==> config.mk <==
export PLATFORM = sky130hd
export DESIGN_NAME = filtered_pixel_packer
export DESIGN_NICKNAME = d
export VERILOG_FILES = /design/src/rtl/filtered_pixel_packer.sv
export SDC_FILE = /design/constraint.sdc
export NUM_CORES = 1
export LEC_CHECK = 0
export CAP_MARGIN = 20
export CORE_MARGIN = 1.5
export CORE_UTILIZATION = 40
export CTS_CLUSTER_DIAMETER = 40
export DETAILED_ROUTE_END_ITERATION = 10
export PLACE_DENSITY = 0.61
export SYNTH_ARGS = -nofsm -noshare
export SYNTH_HDL_FRONTEND = slang
export SYNTH_SLANG_ARGS = --single-unit
export TNS_END_PERCENT = 20
==> constraint.sdc <==
create_clock -name clk -period 11.3 [get_ports clk]
set_input_delay 2.26 -clock clk [delete_from_list [all_inputs] [get_ports clk]]
set_output_delay 2.26 -clock clk [all_outputs]
set_load 0.005 [all_outputs]
==> src/rtl/filtered_pixel_packer.sv <==
// rtl/filtered_pixel_packer.sv - packs a 24-bit pixel stream into framed 32-bit words
// behind a first-word-fall-through FIFO with ready/valid output.
module filtered_pixel_packer #(
  parameter int DATA_WIDTH = 8,
  parameter int FIFO_DEPTH = 16
) (
  input  logic                        clk,
  input  logic                        rst,
  input  logic                        enable,
  input  logic                        data_valid_in,
  input  logic [DATA_WIDTH*3-1:0]     data_in,
  input  logic [15:0]                 width,
  input  logic [15:0]                 high,
  output logic                        out_valid,
  input  logic                        out_ready,
  output logic [31:0]                 out_data,
  output logic [3:0]                  out_keep,
  output logic                        out_last,
  output logic [$clog2(FIFO_DEPTH):0] fifo_level,
  output logic                        overflow,
  output logic                        frame_done
);

  localparam int AW = $clog2(FIFO_DEPTH);
  localparam logic [AW:0] FULL_LVL = (AW+1)'(FIFO_DEPTH);

  typedef enum logic [1:0] {IDLE, ACTIVE, FLUSH} state_t;

  state_t      state, state_n;
  logic [1:0]  phase, phase_n;
  logic [23:0] acc, acc_n;
  logic [31:0] px_cnt, px_cnt_n;
  logic [31:0] frame_px, frame_px_n;
  logic        push;
  logic [36:0] push_entry;
  logic [23:0] px;
  logic [31:0] size_now;

  assign px       = data_in[23:0];
  assign size_now = {16'd0, width} * {16'd0, high};

  always_ff @(posedge clk) begin
    if (rst) begin
      state    <= IDLE;
      phase    <= 2'd0;
      acc      <= 24'd0;
      px_cnt   <= 32'd0;
      frame_px <= 32'd0;
    end else begin
      state    <= state_n;
      phase    <= phase_n;
      acc      <= acc_n;
      px_cnt   <= px_cnt_n;
      frame_px <= frame_px_n;
    end
  end

  always_comb begin
    logic [31:0] word;
    logic        frame_end;
    state_n    = state;
    phase_n    = phase;
    acc_n      = acc;
    px_cnt_n   = px_cnt;
    frame_px_n = frame_px;
    push       = 1'b0;
    push_entry = '0;
    word       = '0;
    frame_end  = 1'b0;
    if (enable) begin
      case (state)
        IDLE: begin
          if (data_valid_in) begin
            frame_px_n = size_now;
            px_cnt_n   = 32'd1;
            acc_n      = px;
            phase_n    = 2'd3;
            state_n    = (size_now == 32'd1) ? FLUSH : ACTIVE;
          end
        end
        ACTIVE: begin
          if (data_valid_in) begin
            px_cnt_n  = px_cnt + 32'd1;
            frame_end = (px_cnt_n == frame_px);
            case (phase)
              2'd0: begin
                acc_n   = px;
                phase_n = 2'd3;
              end
              2'd3: begin
                word    = {px[7:0], acc[23:0]};
                acc_n   = {8'd0, px[23:8]};
                phase_n = 2'd2;
                push    = 1'b1;
              end
              2'd2: begin
                word    = {px[15:0], acc[15:0]};
                acc_n   = {16'd0, px[23:16]};
                phase_n = 2'd1;
                push    = 1'b1;
              end
              default: begin
                word    = {px, acc[7:0]};
                acc_n   = 24'd0;
                phase_n = 2'd0;
                push    = 1'b1;
              end
            endcase
            push_entry = {frame_end && (phase_n == 2'd0), 4'hF, word};
            if (frame_end) state_n = FLUSH;
          end
        end
        FLUSH: begin
          // Residual bytes go out now; a simultaneous pixel only fills a fresh accumulator.
          case (phase)
            2'd1:    begin push = 1'b1; push_entry = {1'b1, 4'b0001, 24'd0, acc[7:0]};  end
            2'd2:    begin push = 1'b1; push_entry = {1'b1, 4'b0011, 16'd0, acc[15:0]}; end
            2'd3:    begin push = 1'b1; push_entry = {1'b1, 4'b0111, 8'd0, acc[23:0]};  end
            default: ;
          endcase
          phase_n = 2'd0;
          acc_n   = 24'd0;
          state_n = IDLE;
          if (data_valid_in) begin
            frame_px_n = size_now;
            px_cnt_n   = 32'd1;
            acc_n      = px;
            phase_n    = 2'd3;
            state_n    = (size_now == 32'd1) ? FLUSH : ACTIVE;
          end
        end
        default: state_n = IDLE;
      endcase
    end
  end

  logic [36:0]   mem [FIFO_DEPTH];
  logic [AW-1:0] rd_ptr, wr_ptr;
  logic [AW:0]   count;
  logic [36:0]   head;
  logic          pop, full, wr_en;

  assign head  = mem[rd_ptr];
  assign pop   = out_valid && out_ready;
  assign full  = (count == FULL_LVL);
  assign wr_en = push && (!full || pop);

  always_ff @(posedge clk) begin
    if (!rst && wr_en) mem[wr_ptr] <= push_entry;
  end

  always_ff @(posedge clk) begin
    if (rst) begin
      rd_ptr     <= '0;
      wr_ptr     <= '0;
      count      <= '0;
      overflow   <= 1'b0;
      frame_done <= 1'b0;
    end else begin
      if (wr_en) wr_ptr <= wr_ptr + 1'b1;
      if (pop)   rd_ptr <= rd_ptr + 1'b1;
      case ({wr_en, pop})
        2'b10:   count <= count + 1'b1;
        2'b01:   count <= count - 1'b1;
        default: ;
      endcase
      if (push && full && !pop) overflow <= 1'b1;
      frame_done <= pop && head[36];
    end
  end

  assign out_valid  = (count != '0);
  assign out_data   = out_valid ? head[31:0]  : 32'd0;
  assign out_keep   = out_valid ? head[35:32] : 4'd0;
  assign out_last   = out_valid ? head[36]    : 1'b0;
  assign fifo_level = count;

endmodule

==> flow_summary.toml <==
[timing]
tightestPinTransition_ns = 1.10
worst_hold_slack_ns = 0.455
unrepaired_setup_endpoints_after_global_routing = "false"
hold_violations = 0
worst_slew_margin_rel_pct = 26.6
setup_tns_ns = 0
number_of_endpoints_failing_setup_at_the_final_stage = 0
max_freq_ghz = 0.111
fin_ws_ns = 2.27
worst_clock_skew_ns = 0.0196
final_max_slew_viol_count = 0
period_share_pct = 79.9
min_period_ns = 9.03

[synth]
share_of_flip_flops_with_an_asynchronous_set_or_reset_after_synthesis_pct = 0
synth-seq-cells = 703
synth_area_mm2 = 0.0378
yosys-top-cells-area = "sky130_fd_sc_hd__edfxtp_1 47%, sky130_fd_sc_hd__mux4_2 11%, sky130_fd_sc_hd__fa_1 10%"
mappedNetlistNets = 3168
synth_sequential_area_ratio_pct = 52.8
synth_instances = 2789
ys.warnings.count = 0
synthDistinctLibCells = 78
syn_area_per_cell_um2 = 13.6
number_of_flops_mapped_to_enable_cells_by_yosys = 592
leading_register_cell_type_out_of_synthesis = "sky130_fd_sc_hd__edfxtp_1"
synth_area_leader_cell = "sky130_fd_sc_hd__edfxtp_1"
synthDominantCellAreaShare_pct = 47.0

[worst_setup_path]
worstPathRequired_ns = 11.83
path_max_fanout = 16
cp_num_cells = 23
worst_path_max_delay_cell = "sky130_fd_sc_hd__clkdlybuf4s50_1"
setup.worst_path.end_class = "flop"
critical_path.startpoint = "high[4]"
timing.critical_path.slowest_cell_delay_ns = 0.80
worstSetupEndpoint = "state[1]$_SDFFE_PP0P_"
critPathBufInv = 5
reg2reg_to = "mem[4][30]$_DFFE_PP_"
critPathArrivalTime_ns = 9.56
timing.critical_path.max_delay_family = "adder cells"
criticalPathCategory = "primary input to flop"
regToRegSetupSlack_ns = 5.84
cell_seen_most_often_among_critical_path_stages = "sky130_fd_sc_hd__fa_1"
crit_path_cell_trace = "clkdlybuf4s50_1 -> and2_1 -> fa_1 -> inv_1 -> fa_1 -> inv_1 -> fa_1 -> fa_1 -> fa_1 -> inv_1 -> fa_1 -> inv_1 -> ha_1 -> nand2_1 -> or3_1 -> a311o_1 -> nor3_1 -> o21ai_1 -> a21boi_0 -> o211ai_1 -> nor4_2 -> a31oi_1 -> o41ai_2"
timing.rr.start = "state[1]$_SDFFE_PP0P_"
reg2reg_depth = 9
critPathLaunchType = "primary input"

[drt]
wl_per_cell_um = 22.5
drc = 0
num_vias = 23413
drt-total-wl_mm = 95.1
viasPerCell = 5.55
initialDrtViolationCount = 2283
dr.pass1.iters = 5
postRouteAntennaNets = 0

[power_and_ir_drop]
vdd.ir_drop.worst_v = 0.000359
power.share.sequential_pct = 26.0
cellInternalPower_w = 0.00675
cellLeakagePower_nw = 13.9
power.clock.fraction_pct = 27.6
power_per_cell_area_mw_per_mm2 = 253
netSwitchingFraction_pct = 39.0
total_switching_power_w = 0.00431
p_comb_share_pct = 46.4

[floorplan]
io-pin-count = 106
dieHeight_um = 311
die_area_mm2 = 0.0965
floorplan.initialDensity_pct = 40.5
design.core.area_mm2 = 0.0935
die-width_um = 311
fp-row-count = 112

[clock_tree]
postCtsSetupRepairBufs = 0
clk_latency_ns = 0.64
cts_tree = "yes"
clock_tree.root_cell = "sky130_fd_sc_hd__clkbuf_16"
worst_setup_hold_path_clk_slew_ns = 0.06
cts_num_sinks = 703
cts-resized-gates = 0
tritoncts.num_buffers = 98
cts.htree.levels = 3
clock_path_buffers = 3
cts_hold_buffers = 0

[finish]
layout-drive-gt1-share_pct = 14.7
finish.net_count = 3260
fin_area_mm2 = 0.0436
synthesis_to_finish_area_growth_pct = 15.3
layout.cells.non_filler = 4220

[placed_design]
pre_cts_slack_ns = 1.64
routabilityCongestion = 0.863
detailed_place_hpwl_mm = 59.8
portBuffers = 105
dpl.cell_count = 4031
place_area_mm2 = 0.0403

[job]
max-cap-violations = 0

[grt]
overflow = 0
grt_pass1_vias = 24594
grt_use_total_pct = 19.9
grt_first_pass_wirelength_mm = 148
pin_count_of_the_biggest_net_entering_global_routing = 88
antenna_found_initial = 7

[status]
status = "complete, no violations"

[worst_hold_path]
hold_class = "flop to flop"
[power groups by stage]
stage               combinational, W  sequential, W  clock, W
finish                       0.00513        0.00288   0.00305
global route                 0.00573        0.00289   0.00320
CTS                          0.00514        0.00288   0.00309
detailed placement           0.00510        0.00293         0
global placement             0.00507        0.00293         0
floorplan                    0.00371        0.00289         0
[per-stage QoR]
stage                     utilization [%]  power [W]
final                                46.7     0.0111
after detailed placement             43.1    0.00803
after CTS                            46.6     0.0111
after floorplan                         -    0.00660
after global placement               43.1    0.00800
after global routing                 46.7     0.0118
[placed cells by master, fill, tap and decap left out, types with 11 or more instances in the layout]
cell / instances
sky130_fd_sc_hd__nand3_1: 34
sky130_fd_sc_hd__nand4_1: 21
sky130_fd_sc_hd__a22oi_1: 36
sky130_fd_sc_hd__clkinvlp_4: 11
sky130_fd_sc_hd__a31oi_1: 11
sky130_fd_sc_hd__xor2_1: 22
sky130_fd_sc_hd__a311oi_1: 16
sky130_fd_sc_hd__clkinv_2: 12
sky130_fd_sc_hd__nor2_4: 17
sky130_fd_sc_hd__clkdlybuf4s50_1: 104
sky130_fd_sc_hd__mux4_2: 185
sky130_fd_sc_hd__ha_1: 123
sky130_fd_sc_hd__nand2_1: 260
sky130_fd_sc_hd__a21oi_1: 119
sky130_fd_sc_hd__a21o_1: 20
sky130_fd_sc_hd__fa_1: 195
sky130_fd_sc_hd__and3_1: 21
sky130_fd_sc_hd__a211oi_1: 14
sky130_fd_sc_hd__clkbuf_16: 100
sky130_fd_sc_hd__buf_4: 31
sky130_fd_sc_hd__dfxtp_1: 107
sky130_fd_sc_hd__xnor2_1: 62
sky130_fd_sc_hd__clkinv_4: 14
sky130_fd_sc_hd__o21ai_0: 38
sky130_fd_sc_hd__nor2_1: 167
sky130_fd_sc_hd__and2_1: 167
sky130_fd_sc_hd__edfxtp_1: 592
sky130_fd_sc_hd__inv_1: 244
sky130_fd_sc_hd__nor3_1: 33
[flip-flops by register name (all words and copies together), names as in the netlist, named ones only]
name / count
px_cnt: 32
frame_done: 1
acc: 24
overflow: 1
wr_ptr: 4
frame_px: 32
mem: 592
rd_ptr: 4
fifo_level: 5
state: 2
phase: 2
[per-layer routing]
| layer | global-route usage [%] | vias up | part of all wire [%] |
|---|---|---|---|
| met5 | 0 | - | 0.043 |
| met4 | 5.64 | 6 | 2.1 |
| met3 | 3.07 | 146 | 5.9 |
| met2 | 33.5 | 772 | 50 |
| met1 | 26.8 | 12203 | 42 |
| li1 | - | 10286 | - |
[worst reg2reg max path, delay by kind of cell, from the launching register on]
kind / cells / cell delay (ns)
and+or+nand+nor: 5 / 2.89
adders and majority gates: 1 / 0.48
DFF: 1 / 0.37
buffers and inverters: 3 / 1.33
[Yosys cell counts, drive strengths merged (4+ instances only)]
master and n:
a211oi 15, a21o 20, a21oi 119, a221oi 10, a22oi 36, a311oi 16
a31oi 11, and2 167, and3 23, and4 6, buf 21, clkbuf 125
dfxtp 111, edfxtp 592, fa 195, ha 123, inv 244, mux2i 8
mux4 185, nand2 261, nand2b 5, nand3 35, nand3b 5, nand4 22
nor2 186, nor2b 5, nor3 34, nor3b 4, nor4 14, o211ai 7
o21ai 39, or2 4, or3 6, or4 6, xnor2 62, xor2 22
[cells by family after synthesis]
family	synth area share (%)
AO/OA/AOI/OAI	5.31
XOR/XNOR	1.94
adder cells (fa/ha/maj)	14.4
buffers and inverters	4.00
flip-flops	52.8
multiplexers	11.3
AND/OR/NAND/NOR	10.3
[layout make-up]
type                            instances  area (µm²)
Antenna cell                            3        7.51
Multi-Input combinational cell       1695       16500
Fill cell                            8181       49800
Clock inverter                         70         742
Clock buffer                          112        2590
Inverter                              244         916
Sequential cell                       703       20000
Tap cell                             1254        1570
Timing Repair Buffer                  139        1330
[how the worst min path moves through the flow]
stage                                    start                   end  cells past startpoint
after CTS                 acc[17]$_SDFFE_PP0P_  acc[17]$_SDFFE_PP0P_                      2
after detailed placement  acc[20]$_SDFFE_PP0P_  acc[20]$_SDFFE_PP0P_                      2
after floorplan           acc[16]$_SDFFE_PP0P_  acc[16]$_SDFFE_PP0P_                      2
final                     acc[20]$_SDFFE_PP0P_  acc[20]$_SDFFE_PP0P_                      2
after global placement    acc[16]$_SDFFE_PP0P_  acc[16]$_SDFFE_PP0P_                      2
after global routing      acc[21]$_SDFFE_PP0P_  acc[21]$_SDFFE_PP0P_                      2
No activity file was read; power rests on OpenSTA's default activity.
